## config.mk

```make
export PLATFORM = sky130hd
export DESIGN_NAME = sbox_cfg_loader
export DESIGN_NICKNAME = d
export VERILOG_FILES = /design/src/rtl/sbox_cfg_pkg.sv /design/src/rtl/sbox_entry_check.sv /design/src/rtl/sbox_cfg_loader.sv
export SDC_FILE = /design/constraint.sdc
export NUM_CORES = 1
export LEC_CHECK = 0
export ABC_AREA = 0
export CAP_MARGIN = 25
export CORE_MARGIN = 2
export CORE_UTILIZATION = 55
export CTS_BUF_LIST = sky130_fd_sc_hd__clkbuf_16
export DETAILED_ROUTE_END_ITERATION = 12
export GPL_ROUTABILITY_DRIVEN = 1
export PLACE_DENSITY_LB_ADDON = 0.1
export RECOVER_POWER = 50
export SYNTH_ARGS = -nofsm -noshare
export SYNTH_HDL_FRONTEND = slang
export SYNTH_SLANG_ARGS = --single-unit
```

## constraint.sdc

```tcl
create_clock -name clk -period 2.2 [get_ports clk]
set_input_delay 0.44 -clock clk [delete_from_list [all_inputs] [get_ports clk]]
set_output_delay 0.44 -clock clk [all_outputs]
set_load 0.05 [all_outputs]
```

## src/rtl/sbox_cfg_pkg.sv

```systemverilog
// Shared constants, FSM state type and entry-to-pin mapping for the switch box config loader.
// SBOX_CRC_EN adds the CRC state to the FSM encoding.
package sbox_cfg_pkg;

    localparam int          N_TB_DEFAULT = 5;
    localparam int          N_LR_DEFAULT = 4;
    localparam int          ENTRY_BITS   = 6;
    localparam int          N_ENTRIES    = 18;
    localparam logic [7:0]  HDR_DEFAULT  = 8'hA5;

    localparam logic [2:0]  SIDE_OFF    = 3'd0;
    localparam logic [2:0]  SIDE_TOP    = 3'd1;
    localparam logic [2:0]  SIDE_RIGHT  = 3'd2;
    localparam logic [2:0]  SIDE_BOTTOM = 3'd3;
    localparam logic [2:0]  SIDE_LEFT   = 3'd4;

`ifdef SBOX_CRC_EN
    typedef enum logic [2:0] {ST_IDLE, ST_LOAD, ST_CRC, ST_COMMIT, ST_DONE} cfg_state_e;
`else
    typedef enum logic [2:0] {ST_IDLE, ST_LOAD, ST_COMMIT, ST_DONE} cfg_state_e;
`endif

    typedef struct packed {
        logic [2:0] side;
        logic [2:0] pin;
    } pin_loc_t;

    // Entry order: top pins, bottom pins, left pins, right pins.
    function automatic pin_loc_t entry_loc(input int k, input int n_tb, input int n_lr);
        pin_loc_t loc;
        if (k < n_tb) begin
            loc.side = SIDE_TOP;
            loc.pin  = 3'(k);
        end else if (k < 2*n_tb) begin
            loc.side = SIDE_BOTTOM;
            loc.pin  = 3'(k - n_tb);
        end else if (k < 2*n_tb + n_lr) begin
            loc.side = SIDE_LEFT;
            loc.pin  = 3'(k - 2*n_tb);
        end else begin
            loc.side = SIDE_RIGHT;
            loc.pin  = 3'(k - 2*n_tb - n_lr);
        end
        return loc;
    endfunction

endpackage

```

## src/rtl/sbox_entry_check.sv

```systemverilog
// Combinational legality check of one routing entry byte against the pin it configures.
module sbox_entry_check
    import sbox_cfg_pkg::*;
#(
    parameter int N_TB  = 5,
    parameter int N_LR  = 4,
    parameter int IDX_W = 5
) (
    input  logic [7:0]       data_i,
    input  logic [IDX_W-1:0] idx_i,
    output logic             illegal_o
);

    logic [2:0] src_side;
    logic [2:0] src_pin;
    pin_loc_t   own;

    assign src_side = data_i[2:0];
    assign src_pin  = data_i[5:3];
    assign own      = entry_loc(int'(idx_i), N_TB, N_LR);

    always_comb begin
        illegal_o = 1'b0;
        if (data_i[7:6] != 2'b00) illegal_o = 1'b1;
        case (src_side)
            SIDE_OFF: ;
            SIDE_TOP, SIDE_BOTTOM: if (int'(src_pin) >= N_TB) illegal_o = 1'b1;
            SIDE_LEFT, SIDE_RIGHT: if (int'(src_pin) >= N_LR) illegal_o = 1'b1;
            default:               illegal_o = 1'b1;
        endcase
        // A pin routed from itself would close a combinational loop in the matrix.
        if (src_side != SIDE_OFF && src_side == own.side && src_pin == own.pin)
            illegal_o = 1'b1;
    end

endmodule

```

## src/rtl/sbox_cfg_loader.sv

```systemverilog
// Byte-stream configuration loader: validates a full frame into a shadow bank, then commits atomically.
// Define SBOX_CRC_EN to require a trailing CRC-8 (poly 0x07, init 0x00) over header and entries.
//
// state  | meaning
// IDLE   | drop non-header bytes, wait for HDR
// LOAD   | write entry bytes into shadow, flag illegal ones
// CRC    | check trailing CRC byte (SBOX_CRC_EN only)
// COMMIT | copy shadow to active_cfg, or raise cfg_err
// DONE   | one dead cycle before returning to IDLE
module sbox_cfg_loader
    import sbox_cfg_pkg::*;
#(
    parameter int         N_TB    = 5,
    parameter int         N_LR    = 4,
    parameter int         ENTRY_W = 6,
    parameter logic [7:0] HDR     = 8'hA5
) (
    input  logic                              clk,
    input  logic                              rst_n,
    input  logic                              cfg_valid,
    output logic                              cfg_ready,
    input  logic [7:0]                        cfg_data,
    output logic [ENTRY_W*(2*N_TB+2*N_LR)-1:0] active_cfg,
    output logic                              cfg_commit,
    output logic                              cfg_busy,
    output logic                              cfg_err
);

    localparam int N_ENT = 2*N_TB + 2*N_LR;
    localparam int CNT_W = $clog2(N_ENT);
    localparam logic [CNT_W-1:0] LAST_IDX = CNT_W'(N_ENT - 1);

    cfg_state_e                     state_q;
    logic [CNT_W-1:0]               cnt_q;
    logic [ENTRY_W-1:0]             shadow_q [N_ENT];
    logic [ENTRY_W*N_ENT-1:0]       active_q;
    logic                           ready_q;
    logic                           commit_q;
    logic                           busy_q;
    logic                           err_q;
    logic                           bad_q;
    logic                           accept;
    logic                           entry_illegal;

`ifdef SBOX_CRC_EN
    logic [7:0] crc_q;

    function automatic logic [7:0] crc8_step(input logic [7:0] crc, input logic [7:0] data);
        logic [7:0] c;
        c = crc ^ data;
        for (int i = 0; i < 8; i++)
            c = c[7] ? ((c << 1) ^ 8'h07) : (c << 1);
        return c;
    endfunction
`endif

    assign accept = cfg_valid && ready_q;

    sbox_entry_check #(
        .N_TB  (N_TB),
        .N_LR  (N_LR),
        .IDX_W (CNT_W)
    ) u_check (
        .data_i    (cfg_data),
        .idx_i     (cnt_q),
        .illegal_o (entry_illegal)
    );

    always_ff @(posedge clk or negedge rst_n) begin
        if (!rst_n) begin
            state_q  <= ST_IDLE;
            cnt_q    <= '0;
            active_q <= '0;
            ready_q  <= 1'b0;
            commit_q <= 1'b0;
            busy_q   <= 1'b0;
            err_q    <= 1'b0;
            bad_q    <= 1'b0;
            for (int k = 0; k < N_ENT; k++) shadow_q[k] <= '0;
`ifdef SBOX_CRC_EN
            crc_q    <= '0;
`endif
        end else begin
            commit_q <= 1'b0;
            case (state_q)
                ST_IDLE: begin
                    ready_q <= 1'b1;
                    if (accept && cfg_data == HDR) begin
                        state_q <= ST_LOAD;
                        cnt_q   <= '0;
                        err_q   <= 1'b0;
                        bad_q   <= 1'b0;
                        busy_q  <= 1'b1;
`ifdef SBOX_CRC_EN
                        crc_q   <= crc8_step(8'h00, cfg_data);
`endif
                    end
                end
                ST_LOAD: begin
                    if (accept) begin
                        shadow_q[cnt_q] <= cfg_data[ENTRY_W-1:0];
                        if (entry_illegal) bad_q <= 1'b1;
`ifdef SBOX_CRC_EN
                        crc_q <= crc8_step(crc_q, cfg_data);
`endif
                        if (cnt_q == LAST_IDX) begin
`ifdef SBOX_CRC_EN
                            state_q <= ST_CRC;
`else
                            state_q <= ST_COMMIT;
                            ready_q <= 1'b0;
`endif
                        end else begin
                            cnt_q <= cnt_q + 1'b1;
                        end
                    end
                end
`ifdef SBOX_CRC_EN
                ST_CRC: begin
                    if (accept) begin
                        if (cfg_data != crc_q) bad_q <= 1'b1;
                        state_q <= ST_COMMIT;
                        ready_q <= 1'b0;
                    end
                end
`endif
                ST_COMMIT: begin
                    if (!bad_q) begin
                        for (int k = 0; k < N_ENT; k++)
                            active_q[k*ENTRY_W +: ENTRY_W] <= shadow_q[k];
                        commit_q <= 1'b1;
                    end else begin
                        err_q <= 1'b1;
                    end
                    state_q <= ST_DONE;
                end
                ST_DONE: begin
                    state_q <= ST_IDLE;
                    ready_q <= 1'b1;
                    busy_q  <= 1'b0;
                end
                default: state_q <= ST_IDLE;
            endcase
        end
    end

    assign cfg_ready  = ready_q;
    assign active_cfg = active_q;
    assign cfg_commit = commit_q;
    assign cfg_busy   = busy_q;
    assign cfg_err    = err_q;

endmodule

```

# Yosys cells after proc, flatten, opt, wreduce, memory -nomap -nowiden
# Cells that the tools add are included.
[totals] regBits=229 inputBits=11 output_inout_bits=112
[classes] add_sub_neg=4 order_cmp=7 n_eq_ne=17 muxes=32 n_bitwise=2 reduce_logical=24
[ops] operator="bitwise mux 108 bit" count=1
[ops] operator="demux 6 bit (select 5 bit)" count=1
[ops] operator="2-to-1 mux 6 bit" count=4
[ops] operator="2-to-1 mux 5 bit" count=3
[ops] operator="2-to-1 mux 1 bit" count=13
[ops] operator="== test 3 x 2 -> 1 bit (second input constant)" count=4
[ops] operator="inequality test 2 bit (second input constant)" count=6
[ops] operator="less-than comparator 5 x 4 -> 1 bit (second input constant)" count=2
[ops] operator="one-hot mux 5 bit (2 select lines)" count=1
[ops] operator="nonzero test 2 bit" count=5
[ops] operator="2-to-1 mux 3 bit" count=3
[ops] operator="one-hot mux 3 bit (3 select lines)" count=1
[ops] operator="AND reduction 3 bit" count=3
[ops] operator="== test 8 bit (second input constant)" count=1
[ops] operator="one-hot mux 1 bit (2 select lines)" count=4
[ops] operator="AND reduction 4 bit" count=2
[ops] operator="== test 3 x 1 -> 1 bit (second input constant)" count=2
[ops] operator="== test 3 bit" count=2
[ops] operator="greater-or-equal comparator 3 bit (second input constant)" count=2
[ops] operator="greater-or-equal comparator 6 bit (second input constant)" count=1
[ops] operator="zero test 3 bit" count=2
[ops] operator="less-than comparator 6 x 1 -> 1 bit (second input constant)" count=1
[ops] operator="inverter 5 -> 6 bit" count=1
[ops] operator="AND reduction 2 bit" count=3
[ops] operator="11 further kinds" count=18

# Depth between registers and ports, before layout
# Gate-level depths: netlist of the first run.
[depth] ltp_word=12 depth_mapped=9 depth_no_buf=8

# Modules after synthesis
# From an unflattened synthesis of the first run, not the netlist that was laid out.
[hier_totals] hier_cells=609 area_unflattened_um2=9306.4
[modules_own_cells] mod="sbox_cfg_loader" instances=1 cells_per_inst=561 area_each_um2=8944.8
[modules_own_cells] mod="sbox_entry_check" instances=1 cells_per_inst=48 area_each_um2=361.6

# Worst setup path before layout of the first run
# No wires, ideal clock.
[synth_path] kind="reg2reg" startpoint="register ready_q, in the netlist cfg_ready" endpoint="register shadow_q[24] (netlist bit)" setup_ns=0.125 arrival_ns=1.821 required_ns=2.075 setup_slack_ns=0.254 stages_incl_launch_ff=5 path_buffers=0 period_less_slack_ns=1.946 cell_sequence="dfrtp_1 and3_1 nand2_1 nor2_1 mux2_2"
[synth_via] elab_chain_cells=2
[synth_rtl] element="from (decl)" line_no="sbox_cfg_loader.sv:37" source="logic ready_q;"
[synth_rtl] element="from (signal assigned)" line_no="sbox_cfg_loader.sv:74" source="ready_q <= 1'b0;"
[synth_rtl] element="from (signal assigned)" line_no="sbox_cfg_loader.sv:87" source="ready_q <= 1'b1;"
[synth_rtl] element="from (signal assigned)" line_no="sbox_cfg_loader.sv:111" source="ready_q <= 1'b0;"
[synth_rtl] element="logical AND 1 bit" line_no="sbox_cfg_loader.sv:57" source="assign accept = cfg_valid && ready_q;"
[synth_rtl] element="AND reduction 2 bit (no line)"
[synth_rtl] element="to (signal, indexed assignment)" line_no="sbox_cfg_loader.sv:101" source="shadow_q[cnt_q] <= cfg_data[ENTRY_W-1:0];"
[synth_rtl] element="to (decl)" line_no="sbox_cfg_loader.sv:35" source="logic [ENTRY_W-1:0] shadow_q [N_ENT];"
# No other way between the ends.
# A chain may end at the register's enable or synchronous reset.

# Worst setup path in the final report of the first run
[layout_path] startpoint="register active_q[57], in the netlist active_cfg[57]" endpoint="output port active_cfg[57]"
[layout_lines] element="from (decl)" line_no="sbox_cfg_loader.sv:36" source="logic [ENTRY_W*N_ENT-1:0] active_q;"
[layout_lines] element="from (signal, indexed assignment)" line_no="sbox_cfg_loader.sv:130" source="active_q[k*ENTRY_W +: ENTRY_W] <= shadow_q[k];"
[layout_lines] element="to (decl)" line_no="sbox_cfg_loader.sv:23" source="output logic [ENTRY_W*(2*N_TB+2*N_LR)-1:0] active_cfg,"
# No word-level cell between the ends.

==> results of run 1 <==
## sequential cells by signal, summed over array words and instances (netlist names)
signal / count
active_cfg: 108
shadow_q: 108
cnt_q: 5
state_q: 2
bad_q: 1
cfg_busy: 1
cfg_commit: 1
cfg_err: 1
cfg_ready: 1
## cell families (layout without fill, tap and decap cells)
family | after synthesis | after routing | share of synthesized area (%)
XOR/XNOR | 8 | 8 | 0.766
AO/OA/AOI/OAI | 26 | 26 | 2.35
buffers and inverters | 47 | 224 | 2.06
multiplexers | 109 | 109 | 13.4
adder cells (fa/ha/maj) | 13 | 13 | 1.78
AND/OR/NAND/NOR | 392 | 392 | 17.3
flip-flops | 228 | 228 | 62.3
## repair_timing
| item | in CTS | in global routing |
|---|---|---|
| setup endpoints to repair | 4 | 38 |
| gates resized for setup | 2 | 6 |
| hold buffers | 1 | 0 |
| endpoints found under the hold margin | 57 | 0 |
## cell usage in the layout (no fill, tap or decap), types with 4 or more instances in the layout
| cell | count |
|---|---|
| xnor2_1 | 6 |
| nand2_2 | 4 |
| buf_4 | 40 |
| dfrtp_1 | 228 |
| o31ai_1 | 4 |
| nand3_1 | 4 |
| clkbuf_1 | 4 |
| clkdlybuf4s50_1 | 120 |
| o21ai_0 | 4 |
| nor2_1 | 23 |
| a21oi_1 | 5 |
| ha_1 | 12 |
| mux2_2 | 107 |
| nor2_4 | 4 |
| inv_1 | 16 |
| nand2_1 | 337 |
| clkbuf_16 | 24 |
## metal layers
layer  share of wire, %  up-vias  track usage [%]
met1                 44     3179             33.0
met3                3.8       43             2.80
met4                2.2        0             6.87
li1                   -     2964                -
met5                  0        -                0
met2                 50      146             42.1
## worst paths after layout
check                                 end  slack (ps)            from
max                        active_cfg[57]          20  active_cfg[57]
min                          shadow_q[66]         440           rst_n
max reg2reg                   shadow_q[3]         110      state_q[1]
min reg2reg                active_cfg[90]         460    shadow_q[12]
max in group asynchronous    shadow_q[28]         540           rst_n
min in group clk           active_cfg[90]         460    shadow_q[12]
## layout make-up
type                    instances  area share (%)
flip-flops and latches        228            49.0
multi-input cells             548            28.2
repair buffers                171            13.6
clock buffers                  24            5.16
well taps                     220            2.37
clock inverters                20            1.31
inverters                       9           0.301
## worst reg2reg max path, cell delays in order, from the launching register on
cell and delay (ps):
dfrtp_1 430, inv_1 110, ha_1 240, and3_2 290
nand2_2 190, nor2_1 200, buf_4 170, mux2_2 330
## power by group through the flow
stage / registers (W) / clock network (W) / logic, W
detailed placement: 0.00505 / 0 / 0.00296
global placement: 0.00503 / 0 / 0.00291
global route: 0.00505 / 0.00409 / 0.00320
floorplan: 0.00560 / 0 / 0.00131
finish: 0.00499 / 0.00384 / 0.00295
CTS: 0.00499 / 0.00390 / 0.00298
## metrics by stage
stage          utilization, %  power, W  instance area, sq um  instances
2_1_floorplan               -   0.00692                  9150        823
3_3_place_gp             66.5   0.00794                 10900       1175
3_5_place_dp             66.5   0.00801                 10900       1175
4_1_cts                  71.1    0.0119                 11700       1220
5_1_grt                  70.9    0.0123                 11600       1220
6_report                 70.9    0.0118                 11600       1220
==> flow_metrics.py, run 1 <==
metrics = {
    "run_status": {
        "status": "complete, no violations",
    },
    "power_and_ir_drop": {
        "p_int_w": 0.00796,
        "power_frac_clock_pct": 32.6,
        "p_seq_share_pct": 42.4,
        "p_comb_share_pct": 25.0,
        "p_per_area_nw_per_um2": 1010,
        "peakVddDrop_mv": 0.784,
        "p_sw_w": 0.00382,
        "switching_share_pct": 32.4,
        "power.leakage_nw": 6.00,
    },
    "die": {
        "start_util_pct": 55.8,
        "fp-row-count": 47,
        "dieArea_sq_um": 17700,
        "io_pins": 123,
        "die_h_um": 133,
        "die_w_um": 133,
        "core_sq_um": 16400,
    },
    "route": {
        "drc": 0,
        "drt_first_pass_iters": 5,
        "viasPerCell": 5.19,
        "drt_iter0_markers": 283,
        "wl_per_cell_um": 17.0,
        "ant_nets": 0,
        "wirelength_mm": 20.7,
        "num_vias": 6332,
    },
    "synth": {
        "syn-cell-area_sq_um": 9150,
        "synth-edff-count": 0,
        "synth_most_common_cell": "nand2_1",
        "synth_top_flop_cell": "dfrtp_1",
        "synth_fp_nets": 847,
        "synthTopCellsByCount": "nand2_1, dfrtp_1, mux2_2",
        "synth.area.top_cells": "dfrtp_1, nand2_1, mux2_2, ha_1, clkbuf_1",
        "yosysSeqAreaShare_pct": 62.3,
        "synth_top_area_share_pct": 62.3,
        "yosys.area.top_type": "dfrtp_1",
        "async_flop_share_pct": 100,
        "synth_cells": 823,
        "synth.avg_cell_area_sq_um": 11.1,
        "synth.distinct_cells": 42,
        "ys_warn_count": 0,
        "ys_ff_latch": 228,
    },
    "global_route": {
        "grt_max_degree": 110,
        "gr-total-overflow": 0,
        "grt_pass1_wl_mm": 34.9,
        "grt_pass1_vias": 6776,
        "grt_antenna_before_repair": 0,
        "gr-usage-all-layers_pct": 24.4,
    },
    "sta": {
        "fmax_mhz": 459,
        "post-route-period-util_pct": 99.0,
        "setup_tns_ps": 0,
        "rsz0062_at_grt": "no",
        "worstMarginPinSlew_ps": 884,
        "fin_hold_ws_ps": 439,
        "setup_viol": 0,
        "finalCriticalPeriod_ps": 2180,
        "fin_ws_ps": 23.0,
        "hold_viol": 0,
        "clock_skew_ps": 20.4,
        "maxSlewHeadroom_pct": 41.1,
        "slew_violations": 0,
    },
    "setup_path": {
        "reg2reg_depth": 7,
        "critPathTopFamily": "buffers and inverters",
        "required_ps": 1760,
        "slowest_delay_ps": 820,
        "arrival_ps": 1740,
        "crit_cells": 1,
        "crit_type": "flip-flop to output port",
        "start_kind": "flip-flop",
        "path_cells": "clkdlybuf4s50_1",
        "timing.critical_path.buf_inv": 1,
        "crit_fanout": 2,
        "cpMaxStageDelayCell": "clkdlybuf4s50_1",
        "worstSetupEndpointType": "output port",
    },
    "placed_design": {
        "gp_congestion": 0.813,
        "post-place-ws_ps": -180,
        "place.port_buffers": 122,
        "dp_hpwl_mm": 13.1,
    },
    "finish": {
        "area_growth_pct": 27.1,
        "drive_gt1_share_pct": 20.8,
        "multi_input_area_sq_um": 3280,
        "fillers": 1144,
        "diodes": 0,
        "fin_nets": 1006,
        "regArea_sq_um": 5710,
    },
    "flow_run": {
        "drv_cap": 0,
    },
    "clock_network": {
        "cts_setup_buffers": 0,
        "cts_root_buf": "clkbuf_16",
        "tritoncts": "yes",
        "cts.path.max_buffers": 3,
        "cts_sinks": 228,
        "clk_latency_ps": 520,
        "cts_buffers": 24,
        "clk_pin_slew_ps": 60,
        "htreeDepth": 1,
    },
    "worst_hold_path": {
        "hp-class": "input port to async pin",
    },
}
Power figures use the tool's default switching activity.
==> run 2: changes to the inputs <==
Settings changed: SYNTH_HIERARCHICAL from default to 1.
==> flow_metrics.py, run 2 <==
metrics = {
    "synth": {
        "synth-edff-count": 0,
        "synth.distinct_cells": 56,
        "synth.avg_cell_area_sq_um": 15.3,
        "synth_most_common_cell": "dfrtp_1",
        "ys_warn_count": 6,
        "yosys.area.top_type": "dfrtp_1",
        "synth_cells": 609,
        "syn-cell-area_sq_um": 9310,
        "synth_top_flop_cell": "dfrtp_1",
        "synth_top_area_share_pct": 61.3,
        "ys_ff_latch": 228,
        "async_flop_share_pct": 100,
        "synth_fp_nets": 633,
        "synth.area.top_cells": "dfrtp_1, mux2_2, ha_1, mux2_4, nor2_1",
        "yosysSeqAreaShare_pct": 61.3,
        "synthTopCellsByCount": "dfrtp_1, mux2_2, nor2_1",
    },
    "clock_network": {
        "clk_latency_ps": 500,
        "cts_sinks": 228,
        "cts_buffers": 23,
        "clk_pin_slew_ps": 60,
        "cts_setup_buffers": 0,
        "tritoncts": "yes",
        "htreeDepth": 1,
        "cts_root_buf": "clkbuf_16",
        "cts.path.max_buffers": 3,
    },
    "setup_path": {
        "crit_fanout": 6,
        "crit_type": "flip-flop to flip-flop",
        "start_kind": "flip-flop",
        "arrival_ps": 2710,
        "worstSetupEndpointType": "flip-flop",
        "required_ps": 2600,
    },
    "route": {
        "drc": 0,
        "wl_per_cell_um": 19.2,
        "drt_first_pass_iters": 4,
        "wirelength_mm": 19.9,
        "num_vias": 5640,
        "drt_iter0_markers": 162,
        "ant_nets": 0,
        "viasPerCell": 5.47,
    },
    "finish": {
        "fin_nets": 822,
        "stdcell_area_sq_um": 12000,
        "area_growth_pct": 28.6,
        "diodes": 0,
        "multi_input_area_sq_um": 3450,
        "fillers": 1138,
        "layout_commonest_cell": "dfrtp_1",
        "regArea_sq_um": 5710,
        "layoutNonFillerInstCount": 1032,
        "drive_gt1_share_pct": 42.7,
        "final_cell_mix": "dfrtp_1, mux2_2, clkdlybuf4s50_1",
    },
    "die": {
        "start_util_pct": 56.1,
        "dieArea_sq_um": 18000,
        "die_h_um": 134,
        "fp-row-count": 47,
        "die_w_um": 134,
        "io_pins": 123,
        "core_sq_um": 16600,
    },
    "placed_design": {
        "place_inst": 992,
        "dpl_cell_area_sq_um": 11400,
        "post-place-ws_ps": -199,
        "dp_hpwl_mm": 13.7,
        "place.port_buffers": 122,
        "gp_congestion": 0.818,
    },
    "sta": {
        "post-route-period-util_pct": 105,
        "worstMarginPinSlew_ps": 932,
        "fmax_mhz": 432,
        "rsz0062_at_grt": "yes",
        "maxSlewHeadroom_pct": 37.9,
        "clock_skew_ps": 9.15,
        "fin_ws_ps": -116,
        "hold_viol": 0,
        "setup_viol": 2,
        "finalCriticalPeriod_ps": 2320,
        "slew_violations": 0,
    },
    "run_status": {
        "violations": "negative setup slack",
        "status": "complete, but fails checks",
    },
    "global_route": {
        "grt_antenna_before_repair": 0,
        "grt_pass1_wl_mm": 33.1,
        "gr-usage-all-layers_pct": 23.2,
        "gr-total-overflow": 0,
        "grt_pass1_vias": 6179,
        "grt_max_degree": 69,
    },
    "power_and_ir_drop": {
        "peakVddDrop_mv": 0.974,
        "p_per_area_nw_per_um2": 878,
        "power.leakage_nw": 5.90,
    },
    "worst_hold_path": {
        "hp-class": "flip-flop to flip-flop",
    },
    "flow_run": {
        "drv_cap": 0,
    },
}
-- run 2: changes by cell type in the layout (fill, tap and decap cells not counted), moves of 4 or more --
| cell | delta |
|---|---|
| nor2_1 | -4 |
| buf_12 | +5 |
| nor2_2 | +7 |
| nand2_1 | -326 |
| nand2_2 | -4 |
| mux2_4 | +8 |
| nor2_4 | -4 |
| inv_1 | -5 |
| mux2_2 | +101 |
| buf_4 | +14 |
| mux2i_1 | +5 |
| clkbuf_2 | +6 |
| nand3_1 | +4 |
-- run 2: stage by stage --
step	TNS, ps	power [W]	utilization, %	hold slack [ps]
final	-174	0.0105	72.2	497
after global routing	-724	0.0109	72.2	508
after CTS	-127	0.0106	73.0	501
after detailed placement	-8380	0.00703	68.6	450
after global placement	-3640	0.00695	68.6	440
after floorplan	-39.9	0.00616	-	144
-- run 2: cells by family after synthesis --
| family | count (synthesis) | synth area share, % |
|---|---|---|
| DFF | 228 | 61.3 |
| muxes | 224 | 27.3 |
| and+or+nand+nor | 65 | 3.98 |
| xor gates and xnor gates | 3 | 0.282 |
| buffers and inverters | 44 | 2.22 |
| AOI/OAI and AO/OA | 32 | 3.15 |
| adders and majority gates | 13 | 1.75 |
-- run 2: final timing paths --
kind / cells past startpoint / from / slack, ps / to
max: 8 / cnt_q[2] / -120 / bad_q
min: 1 / shadow_q[84] / 500 / shadow_q[84]
max reg2reg: 8 / cnt_q[2] / -120 / bad_q
min reg2reg: 1 / shadow_q[84] / 500 / shadow_q[84]
max in group asynchronous: 3 / rst_n / 310 / shadow_q[10]
min in group asynchronous: 2 / rst_n / 660 / active_cfg[50]
-- run 2: metal layers --
metal | track usage (%) | share of wire (%) | routed length [um] | vias to the layer above
met4 | 5.61 | 1.5 | 296 | 0
met1 | 31.1 | 43 | 8540 | 2939
met5 | 0 | 0 | 0 | -
met2 | 40.2 | 51 | 10100 | 135
met3 | 3.85 | 4.4 | 876 | 25
li1 | - | - | - | 2541
-- run 2: final cells by class --
class | instances | share of cell area [%]
well taps | 220 | 2.30
flip-flops and latches | 228 | 47.7
repair buffers | 196 | 15.0
clock buffers | 23 | 4.81
inverters | 12 | 0.397
clock inverters | 16 | 0.920
multi-input cells | 337 | 28.8
-- run 2: power breakdown --
part           leakage, nW  switching, W  internal (W)  total [W]
sequential            3.16      0.000208       0.00453    0.00474
clock                0.343       0.00155       0.00202    0.00357
combinational         2.40       0.00127      0.000927    0.00220
total                 5.90       0.00303       0.00747     0.0105
-- run 2: repair_timing --
action	in CTS	in global routing
endpoints found under the hold margin	62	0
pin swaps	3	0
endpoints found under the setup margin	2	5
resized for setup	6	3
hold buffers	1	0
-- run 2: critical path: stages (launching register included) --
cell      delay, ps
dfrtp_2         460
inv_2            60
ha_4            270
mux2_4          300
a221oi_2        290
mux2_4          330
o32ai_2         200
a31oi_1         100
a311oi_1        210
